===== config.mk =====
export PLATFORM = sky130hd
export DESIGN_NAME = audio_mem_sequencer
export DESIGN_NICKNAME = d
export VERILOG_FILES = /design/src/rtl/audio_mem_sequencer_pkg.sv /design/src/rtl/audio_mem_sequencer_access_timer.sv /design/src/rtl/audio_mem_sequencer.sv
export SDC_FILE = /design/constraint.sdc
export NUM_CORES = 1
export LEC_CHECK = 0
export ABC_AREA = 1
export ABC_CLOCK_PERIOD_IN_PS = 7300
export CAP_MARGIN = 20
export CORE_MARGIN = 2
export CORE_UTILIZATION = 35
export DETAILED_ROUTE_END_ITERATION = 12
export GPL_TIMING_DRIVEN = 0
export PLACE_DENSITY_LB_ADDON = 0.08
export SLEW_MARGIN = 20
export SYNTH_ARGS = -nofsm -noshare
export SYNTH_HDL_FRONTEND = slang
export SYNTH_HIERARCHICAL = 1
export SYNTH_SLANG_ARGS = --single-unit

===== constraint.sdc =====
create_clock -name clk -period 7.3 [get_ports clk]
set_input_delay 1.46 -clock clk [delete_from_list [all_inputs] [get_ports clk]]
set_output_delay 1.46 -clock clk [all_outputs]
set_load 0.01 [all_outputs]

===== src/rtl/audio_mem_sequencer_pkg.sv =====
// Shared definitions for the audio PSRAM sequencer and other PSRAM clients.
// Holds the sequencer state encoding and the default async-PSRAM timing.
package audio_mem_sequencer_pkg;

    localparam int unsigned PSRAM_ACCESS_CYCLES  = 8;
    localparam int unsigned PSRAM_RECOVER_CYCLES = 2;

    typedef enum logic [2:0] {
        StIdle,
        StRecWait,
        StRecAcc,
        StRecRcv,
        StPlayWait,
        StPlayAcc,
        StPlayRcv
    } seq_state_e;

    // Counter width able to hold (max(a, b) - 1).
    function automatic int unsigned timer_width(input int unsigned a, input int unsigned b);
        int unsigned m;
        m = (a > b) ? a : b;
        return $clog2(m) + 1;
    endfunction

endpackage


===== src/rtl/audio_mem_sequencer_access_timer.sv =====
// Load/countdown phase timer; o_tc marks the last cycle of a loaded phase.
// A phase loaded with N-1 therefore lasts exactly N cycles.
module audio_mem_sequencer_access_timer #(
    parameter int unsigned CNT_W = 4
) (
    input  logic             clk,
    input  logic             rst_n,
    input  logic             i_load,
    input  logic [CNT_W-1:0] i_load_val,
    output logic             o_tc
);

    logic [CNT_W-1:0] r_cnt;

    always_ff @(posedge clk or negedge rst_n) begin
        if (!rst_n) begin
            r_cnt <= '0;
        end else if (i_load) begin
            r_cnt <= i_load_val;
        end else if (r_cnt != '0) begin
            r_cnt <= r_cnt - CNT_W'(1);
        end
    end

    assign o_tc = (r_cnt == '0);

endmodule


===== src/rtl/audio_mem_sequencer.sv =====
// Record/playback sequencer feeding the cellular-RAM access block.
// Turns sample strobes into single timed PSRAM reads/writes at incrementing addresses.
module audio_mem_sequencer
    import audio_mem_sequencer_pkg::*;
#(
    parameter int unsigned        ADDR_W         = 24,
    parameter int unsigned        DATA_W         = 16,
    parameter int unsigned        ACCESS_CYCLES  = PSRAM_ACCESS_CYCLES,
    parameter int unsigned        RECOVER_CYCLES = PSRAM_RECOVER_CYCLES,
    parameter logic [ADDR_W-1:0]  MAX_ADDR       = '1
) (
    input  logic              clk,
    input  logic              rst_n,
    input  logic              rec_start,
    input  logic              play_start,
    input  logic              stop,
    input  logic [DATA_W-1:0] sample_in,
    input  logic              sample_in_valid,
    input  logic              sample_req,
    output logic [DATA_W-1:0] sample_out,
    output logic              sample_out_valid,
    output logic [ADDR_W-1:0] addr,
    output logic [DATA_W-1:0] dW,
    output logic              RE,
    output logic              WE,
    input  logic [DATA_W-1:0] dR,
    output logic              busy,
    output logic              full,
    output logic              overrun,
    output logic              done,
    output logic [ADDR_W-1:0] rec_len
);

    localparam int unsigned TMR_W = timer_width(ACCESS_CYCLES, RECOVER_CYCLES);
    localparam logic [TMR_W-1:0] ACC_LOAD = TMR_W'(ACCESS_CYCLES - 1);
    localparam logic [TMR_W-1:0] RCV_LOAD = TMR_W'(RECOVER_CYCLES - 1);
    // Length of a recording that filled memory; saturates when MAX_ADDR is all-ones.
    localparam logic [ADDR_W-1:0] LEN_FULL =
        (MAX_ADDR == {ADDR_W{1'b1}}) ? MAX_ADDR : MAX_ADDR + ADDR_W'(1);

    seq_state_e        r_state, w_state_nxt;
    logic [ADDR_W-1:0] r_ptr, w_ptr_nxt;
    logic [ADDR_W-1:0] r_addr, w_addr_nxt;
    logic [DATA_W-1:0] r_dw, w_dw_nxt;
    logic              r_re, w_re_nxt;
    logic              r_we, w_we_nxt;
    logic [DATA_W-1:0] r_sout, w_sout_nxt;
    logic              r_sout_v, w_sout_v_nxt;
    logic              r_busy, w_busy_nxt;
    logic              r_full, w_full_nxt;
    logic              r_overrun, w_overrun_nxt;
    logic              r_done, w_done_nxt;
    logic [ADDR_W-1:0] r_rec_len, w_rec_len_nxt;
    logic              r_hold_v, w_hold_v_nxt;
    logic [DATA_W-1:0] r_hold_d, w_hold_d_nxt;
    logic              r_stop_pend, w_stop_pend_nxt;
    logic              r_req_pend, w_req_pend_nxt;

    logic              w_tmr_load;
    logic [TMR_W-1:0]  w_tmr_val;
    logic              w_tmr_tc;
    logic              w_hold_take;
    logic              w_in_rec;
    logic              w_in_play;
    logic              w_stop;

    audio_mem_sequencer_access_timer #(
        .CNT_W (TMR_W)
    ) u_timer (
        .clk        (clk),
        .rst_n      (rst_n),
        .i_load     (w_tmr_load),
        .i_load_val (w_tmr_val),
        .o_tc       (w_tmr_tc)
    );

    assign w_in_rec  = (r_state inside {StRecWait, StRecAcc, StRecRcv});
    assign w_in_play = (r_state inside {StPlayWait, StPlayAcc, StPlayRcv});
    assign w_stop    = stop | r_stop_pend;

    always_ff @(posedge clk or negedge rst_n) begin
        if (!rst_n) begin
            r_state     <= StIdle;
            r_ptr       <= '0;
            r_addr      <= '0;
            r_dw        <= '0;
            r_re        <= 1'b0;
            r_we        <= 1'b0;
            r_sout      <= '0;
            r_sout_v    <= 1'b0;
            r_busy      <= 1'b0;
            r_full      <= 1'b0;
            r_overrun   <= 1'b0;
            r_done      <= 1'b0;
            r_rec_len   <= '0;
            r_hold_v    <= 1'b0;
            r_hold_d    <= '0;
            r_stop_pend <= 1'b0;
            r_req_pend  <= 1'b0;
        end else begin
            r_state     <= w_state_nxt;
            r_ptr       <= w_ptr_nxt;
            r_addr      <= w_addr_nxt;
            r_dw        <= w_dw_nxt;
            r_re        <= w_re_nxt;
            r_we        <= w_we_nxt;
            r_sout      <= w_sout_nxt;
            r_sout_v    <= w_sout_v_nxt;
            r_busy      <= w_busy_nxt;
            r_full      <= w_full_nxt;
            r_overrun   <= w_overrun_nxt;
            r_done      <= w_done_nxt;
            r_rec_len   <= w_rec_len_nxt;
            r_hold_v    <= w_hold_v_nxt;
            r_hold_d    <= w_hold_d_nxt;
            r_stop_pend <= w_stop_pend_nxt;
            r_req_pend  <= w_req_pend_nxt;
        end
    end

    always_comb begin
        w_state_nxt     = r_state;
        w_ptr_nxt       = r_ptr;
        w_addr_nxt      = r_addr;
        w_dw_nxt        = r_dw;
        w_re_nxt        = r_re;
        w_we_nxt        = r_we;
        w_sout_nxt      = r_sout;
        w_sout_v_nxt    = 1'b0;
        w_full_nxt      = r_full;
        w_overrun_nxt   = r_overrun;
        w_done_nxt      = 1'b0;
        w_rec_len_nxt   = r_rec_len;
        w_hold_v_nxt    = r_hold_v;
        w_hold_d_nxt    = r_hold_d;
        w_stop_pend_nxt = r_stop_pend;
        w_req_pend_nxt  = r_req_pend;
        w_tmr_load      = 1'b0;
        w_tmr_val       = '0;
        w_hold_take     = 1'b0;

        unique case (r_state)
            StIdle: begin
                if (rec_start) begin
                    w_ptr_nxt     = '0;
                    w_full_nxt    = 1'b0;
                    w_overrun_nxt = 1'b0;
                    w_state_nxt   = StRecWait;
                end else if (play_start) begin
                    w_ptr_nxt   = '0;
                    w_state_nxt = StPlayWait;
                end
            end
            StRecWait: begin
                if (w_stop) begin
                    w_rec_len_nxt = r_ptr;
                    w_state_nxt   = StIdle;
                end else if (r_hold_v) begin
                    w_addr_nxt   = r_ptr;
                    w_dw_nxt     = r_hold_d;
                    w_we_nxt     = 1'b1;
                    w_hold_v_nxt = 1'b0;
                    w_hold_take  = 1'b1;
                    w_tmr_load   = 1'b1;
                    w_tmr_val    = ACC_LOAD;
                    w_state_nxt  = StRecAcc;
                end
            end
            StRecAcc: begin
                if (w_tmr_tc) begin
                    w_we_nxt    = 1'b0;
                    w_tmr_load  = 1'b1;
                    w_tmr_val   = RCV_LOAD;
                    w_state_nxt = StRecRcv;
                end
            end
            StRecRcv: begin
                if (w_tmr_tc) begin
                    w_ptr_nxt = r_ptr + ADDR_W'(1);
                    if (r_ptr == MAX_ADDR) begin
                        w_full_nxt    = 1'b1;
                        w_rec_len_nxt = LEN_FULL;
                        w_state_nxt   = StIdle;
                    end else if (w_stop) begin
                        w_rec_len_nxt = r_ptr + ADDR_W'(1);
                        w_state_nxt   = StIdle;
                    end else begin
                        w_state_nxt = StRecWait;
                    end
                end
            end
            StPlayWait: begin
                if (w_stop) begin
                    w_state_nxt = StIdle;
                end else if (r_ptr == r_rec_len) begin
                    w_done_nxt  = 1'b1;
                    w_state_nxt = StIdle;
                end else if (r_req_pend) begin
                    w_addr_nxt     = r_ptr;
                    w_re_nxt       = 1'b1;
                    w_req_pend_nxt = 1'b0;
                    w_tmr_load     = 1'b1;
                    w_tmr_val      = ACC_LOAD;
                    w_state_nxt    = StPlayAcc;
                end
            end
            StPlayAcc: begin
                if (w_tmr_tc) begin
                    w_sout_nxt   = dR;
                    w_sout_v_nxt = 1'b1;
                    w_re_nxt     = 1'b0;
                    w_tmr_load   = 1'b1;
                    w_tmr_val    = RCV_LOAD;
                    w_state_nxt  = StPlayRcv;
                end
            end
            StPlayRcv: begin
                if (w_tmr_tc) begin
                    w_ptr_nxt   = r_ptr + ADDR_W'(1);
                    w_state_nxt = w_stop ? StIdle : StPlayWait;
                end
            end
            default: w_state_nxt = StIdle;
        endcase

        // A sample arriving as the held one is written still fits.
        if (w_in_rec && sample_in_valid) begin
            if (r_hold_v && !w_hold_take) begin
                w_overrun_nxt = 1'b1;
            end else begin
                w_hold_v_nxt = 1'b1;
                w_hold_d_nxt = sample_in;
            end
        end
        if ((w_in_rec || w_in_play) && stop) begin
            w_stop_pend_nxt = 1'b1;
        end
        if (w_in_play && sample_req && !r_req_pend) begin
            w_req_pend_nxt = 1'b1;
        end
        if (w_state_nxt == StIdle) begin
            w_hold_v_nxt    = 1'b0;
            w_stop_pend_nxt = 1'b0;
            w_req_pend_nxt  = 1'b0;
        end
        w_busy_nxt = (w_state_nxt != StIdle);
    end

    assign sample_out       = r_sout;
    assign sample_out_valid = r_sout_v;
    assign addr             = r_addr;
    assign dW               = r_dw;
    assign RE               = r_re;
    assign WE               = r_we;
    assign busy             = r_busy;
    assign full             = r_full;
    assign overrun          = r_overrun;
    assign done             = r_done;
    assign rec_len          = r_rec_len;

endmodule


==> impl.org <==
** CTS
- Maximum level of the CTS H-tree :: 4
- Hold-fix buffers, CTS :: 0
- Total clock buffers created by CTS :: 17
- Buffers inserted by post-CTS timing repair :: 0
- Clock-pin slew on the worst setup and hold paths :: 0.06 ns
- Resized cells post-CTS :: 0
- TritonCTS built the clock tree.
- The tree built by TritonCTS fans out to 137 sinks.
- The clock passes through at most 2 buffers.
- Root buffer cell :: sky130_fd_sc_hd__clkbuf_16
- The clock reaches the later pin of the worst-skew pair after 0.42 ns.

** Power and ir drop
- Cell Pwr Density :: 402.3 nW/µm²
- Standby leakage power :: 4.068 nW
- VDD IR-drop max :: 0.1895 mV

** Worst setup path
- The critical path runs through a total of 12 cells.
- CP Cell Sequence :: clkdlybuf4s50_1, nor2_1, nand2_2, nor2_4, inv_1, clkbuf_1, buf_2, nand4_1, inv_1, nand3_2, nand2_1, o21ai_0
- Across all register-to-register paths, the minimum setup slack is 4.37 ns.
- Highest-delay cell along the critical path :: sky130_fd_sc_hd__clkdlybuf4s50_1
- CP Data Arrival Time :: 3.77 ns
- The worst setup path is of the input port to register kind.
- Buffers plus inverters on the worst setup path :: 5
- The worst register-to-register path ends at u_timer/r_cnt[3]$_DFFE_PN0P_.
- Depth of the worst register-to-register path :: 14
- In this run the critical register-to-register path is launched from u_timer/r_cnt[0]$_DFFE_PN0P_.
- The worst setup path is launched from an input port.
- Most common cell on crit path :: sky130_fd_sc_hd__inv_1
- Along the worst path, the maximum fanout reaches 10.
- Following the worst setup path forward leads to its endpoint at u_timer/r_cnt[0]$_DFFE_PN0P_.
- The kind of cell with the highest combined delay along the critical path is buffers and inverters.
- Startpoint of the most critical setup path :: stop
- The worst setup path is captured at a register.
- Critical Path Max Stage Delay :: 0.50 ns
- Worst EP required :: 7.59 ns

** Die
- The initial utilization of the core area, before any placement, comes to 35.69%.
- Die outline area :: 20260 µm²
- In this run the horizontal extent of the chip is 142.3 µm.
- Placeable core area :: 18770 µm²
- Cell Rows :: 50
- Ports :: 126
- In this run the vertical extent of the chip is 142.3 µm.

** Synth
- Yosys printed 6 warnings.
- Counting flops and latches in the post-synthesis netlist gives 137.
- Number of enable flip-flop cells after synthesis :: 0
- The synthesized netlist contains 42 unique library cells.
- Cell area after synthesis :: 6698 µm²
- Portion of the post-synthesis area used by sequential elements :: 51.19%
- Largest area contributor in the synthesized netlist :: sky130_fd_sc_hd__dfrtp_1
- The average instance in the mapped netlist occupies 8.425 µm².
- In the synthesized netlist, the number of instances is 795.
- The share of synthesized area in the top cell type comes to 51.19%.
- The most used flip-flop cell after synthesis is sky130_fd_sc_hd__dfrtp_1.
- In the post-synthesis netlist, the biggest area contributors are sky130_fd_sc_hd__dfrtp_1 51%, sky130_fd_sc_hd__nand2_1 14%, sky130_fd_sc_hd__nor2_1 4.2%.
- The number of nets in the synthesized netlist is 836.
- FFs w/ async S/R, synth :: 100.0%

** Detailed routing
- Dividing the detail-routed wire length by the instance count gives 14.87 µm.
- Total detailed-routing wirelength :: 17.64 mm
- Drt drc :: 0
- Count of nets left with antenna violations after detail routing :: 0
- Drt pass-1 iters :: 5
- After detailed routing, the number of vias per cell comes to 4.720.
- Count of vias placed by the detailed router :: 5598
- Initial DRC Count :: 293

** Timing
- Final Max Slew Viols :: 0
- Hold WS :: 0.4677 ns
- Setup Viol. Count Final :: 0
- Worst slew slack as a fraction of its limit :: 59.10%
- Maximum clock frequency :: 286.9 MHz
- After routing, the total negative slack on setup checks comes to 0 ns.
- Skew final :: 0.01141 ns
- At the pin with the least slew margin, the transition time is 0.6135 ns.
- Min cycle time layout :: 3.485 ns
- Crit share post-route :: 47.74%
- Setup repair after global routing left no endpoint under its margin.
- Total count of hold-check failures in the final report :: 0

** Placement
- Number of buffers added on ports :: 125
- Detailed placement finished with a half-perimeter wire length of 12.74 mm.
- Final RePlAce weighted congestion :: 0.8587
- After detailed placement, the total cell area comes to 8274 µm².

** Finish
- Post-route design area :: 8891 µm²
- The filler cells instantiated in the layout total 1835.
- In the final design database the tool counted 981 nets.
- Of the cells placed in the final design, the portion with a size suffix greater than 1 is 12.39%.
- In the layout the commonest cells are 258 x sky130_fd_sc_hd__nand2_1, 137 x sky130_fd_sc_hd__dfrtp_1, 124 x sky130_fd_sc_hd__clkdlybuf4s50_1.
- Measured on the finished design, the core utilization comes to 47.37%.
- 0 antenna diodes ended up in the layout.
- Leaving out fill and tap cells, the most frequent cell in the layout is sky130_fd_sc_hd__nand2_1.
- Area overhead of the layout relative to synthesis :: 32.75%

** Min path
- Path type of the worst min-delay path :: register to register

** Outcome
- Outcome :: finished clean

** Run
- Max Cap Violations :: 0

** GRT
- Entering global routing, the biggest net connects 72 pins.
- The number of antenna violations at the first check in global routing is 0.
- Via count of the first global-routing pass :: 5359
- First-pass GRT wire length :: 28.55 mm
- Summed over all layers, the global routing overflow is 0.
- GRT Util Overall :: 18.17%
Yosys cell counts (2+ instances only):
cell type and instances:
sky130_fd_sc_hd__nand2_4 3, sky130_fd_sc_hd__nand2_1 258, sky130_fd_sc_hd__buf_6 5, sky130_fd_sc_hd__clkbuf_2 2, sky130_fd_sc_hd__buf_2 10, sky130_fd_sc_hd__mux2_2 7, sky130_fd_sc_hd__o21ai_0 32, sky130_fd_sc_hd__o211ai_1 15
sky130_fd_sc_hd__nand3_1 23, sky130_fd_sc_hd__dfrtp_1 137, sky130_fd_sc_hd__a21oi_1 25, sky130_fd_sc_hd__a21oi_2 10, sky130_fd_sc_hd__nor3_1 9, sky130_fd_sc_hd__nand4_1 7, sky130_fd_sc_hd__inv_2 15, sky130_fd_sc_hd__nor2_4 5
sky130_fd_sc_hd__clkbuf_1 6, sky130_fd_sc_hd__nand3_2 2, sky130_fd_sc_hd__buf_4 3, sky130_fd_sc_hd__xnor2_1 2, sky130_fd_sc_hd__ha_1 2, sky130_fd_sc_hd__o21ai_1 7, sky130_fd_sc_hd__nand2_2 6, sky130_fd_sc_hd__xor2_1 18
sky130_fd_sc_hd__inv_1 65, sky130_fd_sc_hd__nor2_2 5, sky130_fd_sc_hd__mux2_4 8, sky130_fd_sc_hd__nor2_1 75, sky130_fd_sc_hd__o22ai_1 20
worst min-delay path by stage:
stage,from,endpoint,cells past startpoint
3_5_place_dp,dW[1]$_DFFE_PN0P_,dW[1]$_DFFE_PN0P_,2
5_1_grt,sample_out[14]$_DFFE_PN0P_,sample_out[14]$_DFFE_PN0P_,2
3_3_place_gp,sample_out[15]$_DFFE_PN0P_,sample_out[15]$_DFFE_PN0P_,2
4_1_cts,dW[1]$_DFFE_PN0P_,dW[1]$_DFFE_PN0P_,2
6_report,sample_out[14]$_DFFE_PN0P_,sample_out[14]$_DFFE_PN0P_,2
2_1_floorplan,r_hold_d[1]$_DFFE_PN0P_,dW[1]$_DFFE_PN0P_,2
metal layers:
metal	up-vias	share of wire (%)	track usage, %
met5	-	0	0
met4	0	1.3	5.315
met3	17	6.4	5.182
met2	151	46	28.81
met1	2604	47	24.34
li1	2826	-	-
cells by family after synthesis:
kind of cell	Yosys count	share of synthesized area [%]
simple gates	396	25.09
flops	137	51.19
compound gates	115	10.61
buf+inv	109	7.099
xor+xnor	20	2.615
mux	15	2.970
fa+ha+maj	2	0.3736
other cells	1	0.05599
power by group:
| part | leakage, nW | total [mW] | switching [mW] | internal (mW) |
|---|---|---|---|---|
| sequential | 1.75 | 1.21 | 0.170 | 1.04 |
| combinational | 2.02 | 1.46 | 0.759 | 0.703 |
| clock | 0.300 | 0.900 | 0.318 | 0.582 |
worst reg2reg max path, delay by kind of cell, from the launching register on:
kind                       cells  cell delay, ns
adders and majority gates      1            0.23
buffers and inverters          6            1.15
DFF                            1            0.37
and+or+nand+nor                7            1.07
state kept, by name (all words and copies together) (netlist names):
signal	count
addr	24
r_ptr	24
rec_len	24
dW	16
r_hold_d	16
sample_out	16
u_timer/r_cnt	4
r_state	3
RE	1
WE	1
busy	1
done	1
full	1
overrun	1
r_hold_v	1
r_req_pend	1
r_stop_pend	1
sample_out_valid	1
layout make-up:
type | instances | area [µm²] | share of cell area, %
well taps | 234 | 292.8 | 3.293
clock buffers | 25 | 505.5 | 5.685
multi-input cells | 549 | 2794 | 31.42
plain buffers | 27 | 165.2 | 1.858
flip-flops and latches | 137 | 3428 | 38.56
repair buffers | 126 | 1284 | 14.44
clock inverters | 6 | 111.4 | 1.252
inverters | 82 | 310.3 | 3.490
per-stage QoR:
| stage | power (mW) | setup WS, ns | cells |
|---|---|---|---|
| floorplan | 2.014 | 4.327 | 795 |
| global placement | 2.701 | -1.127 | 1154 |
| detailed placement | 2.710 | 3.339 | 1155 |
| CTS | 3.624 | 3.782 | 1186 |
| global route | 3.829 | 3.590 | 1186 |
| finish | 3.576 | 3.815 | 1186 |
(Power assumes the default switching activity.)
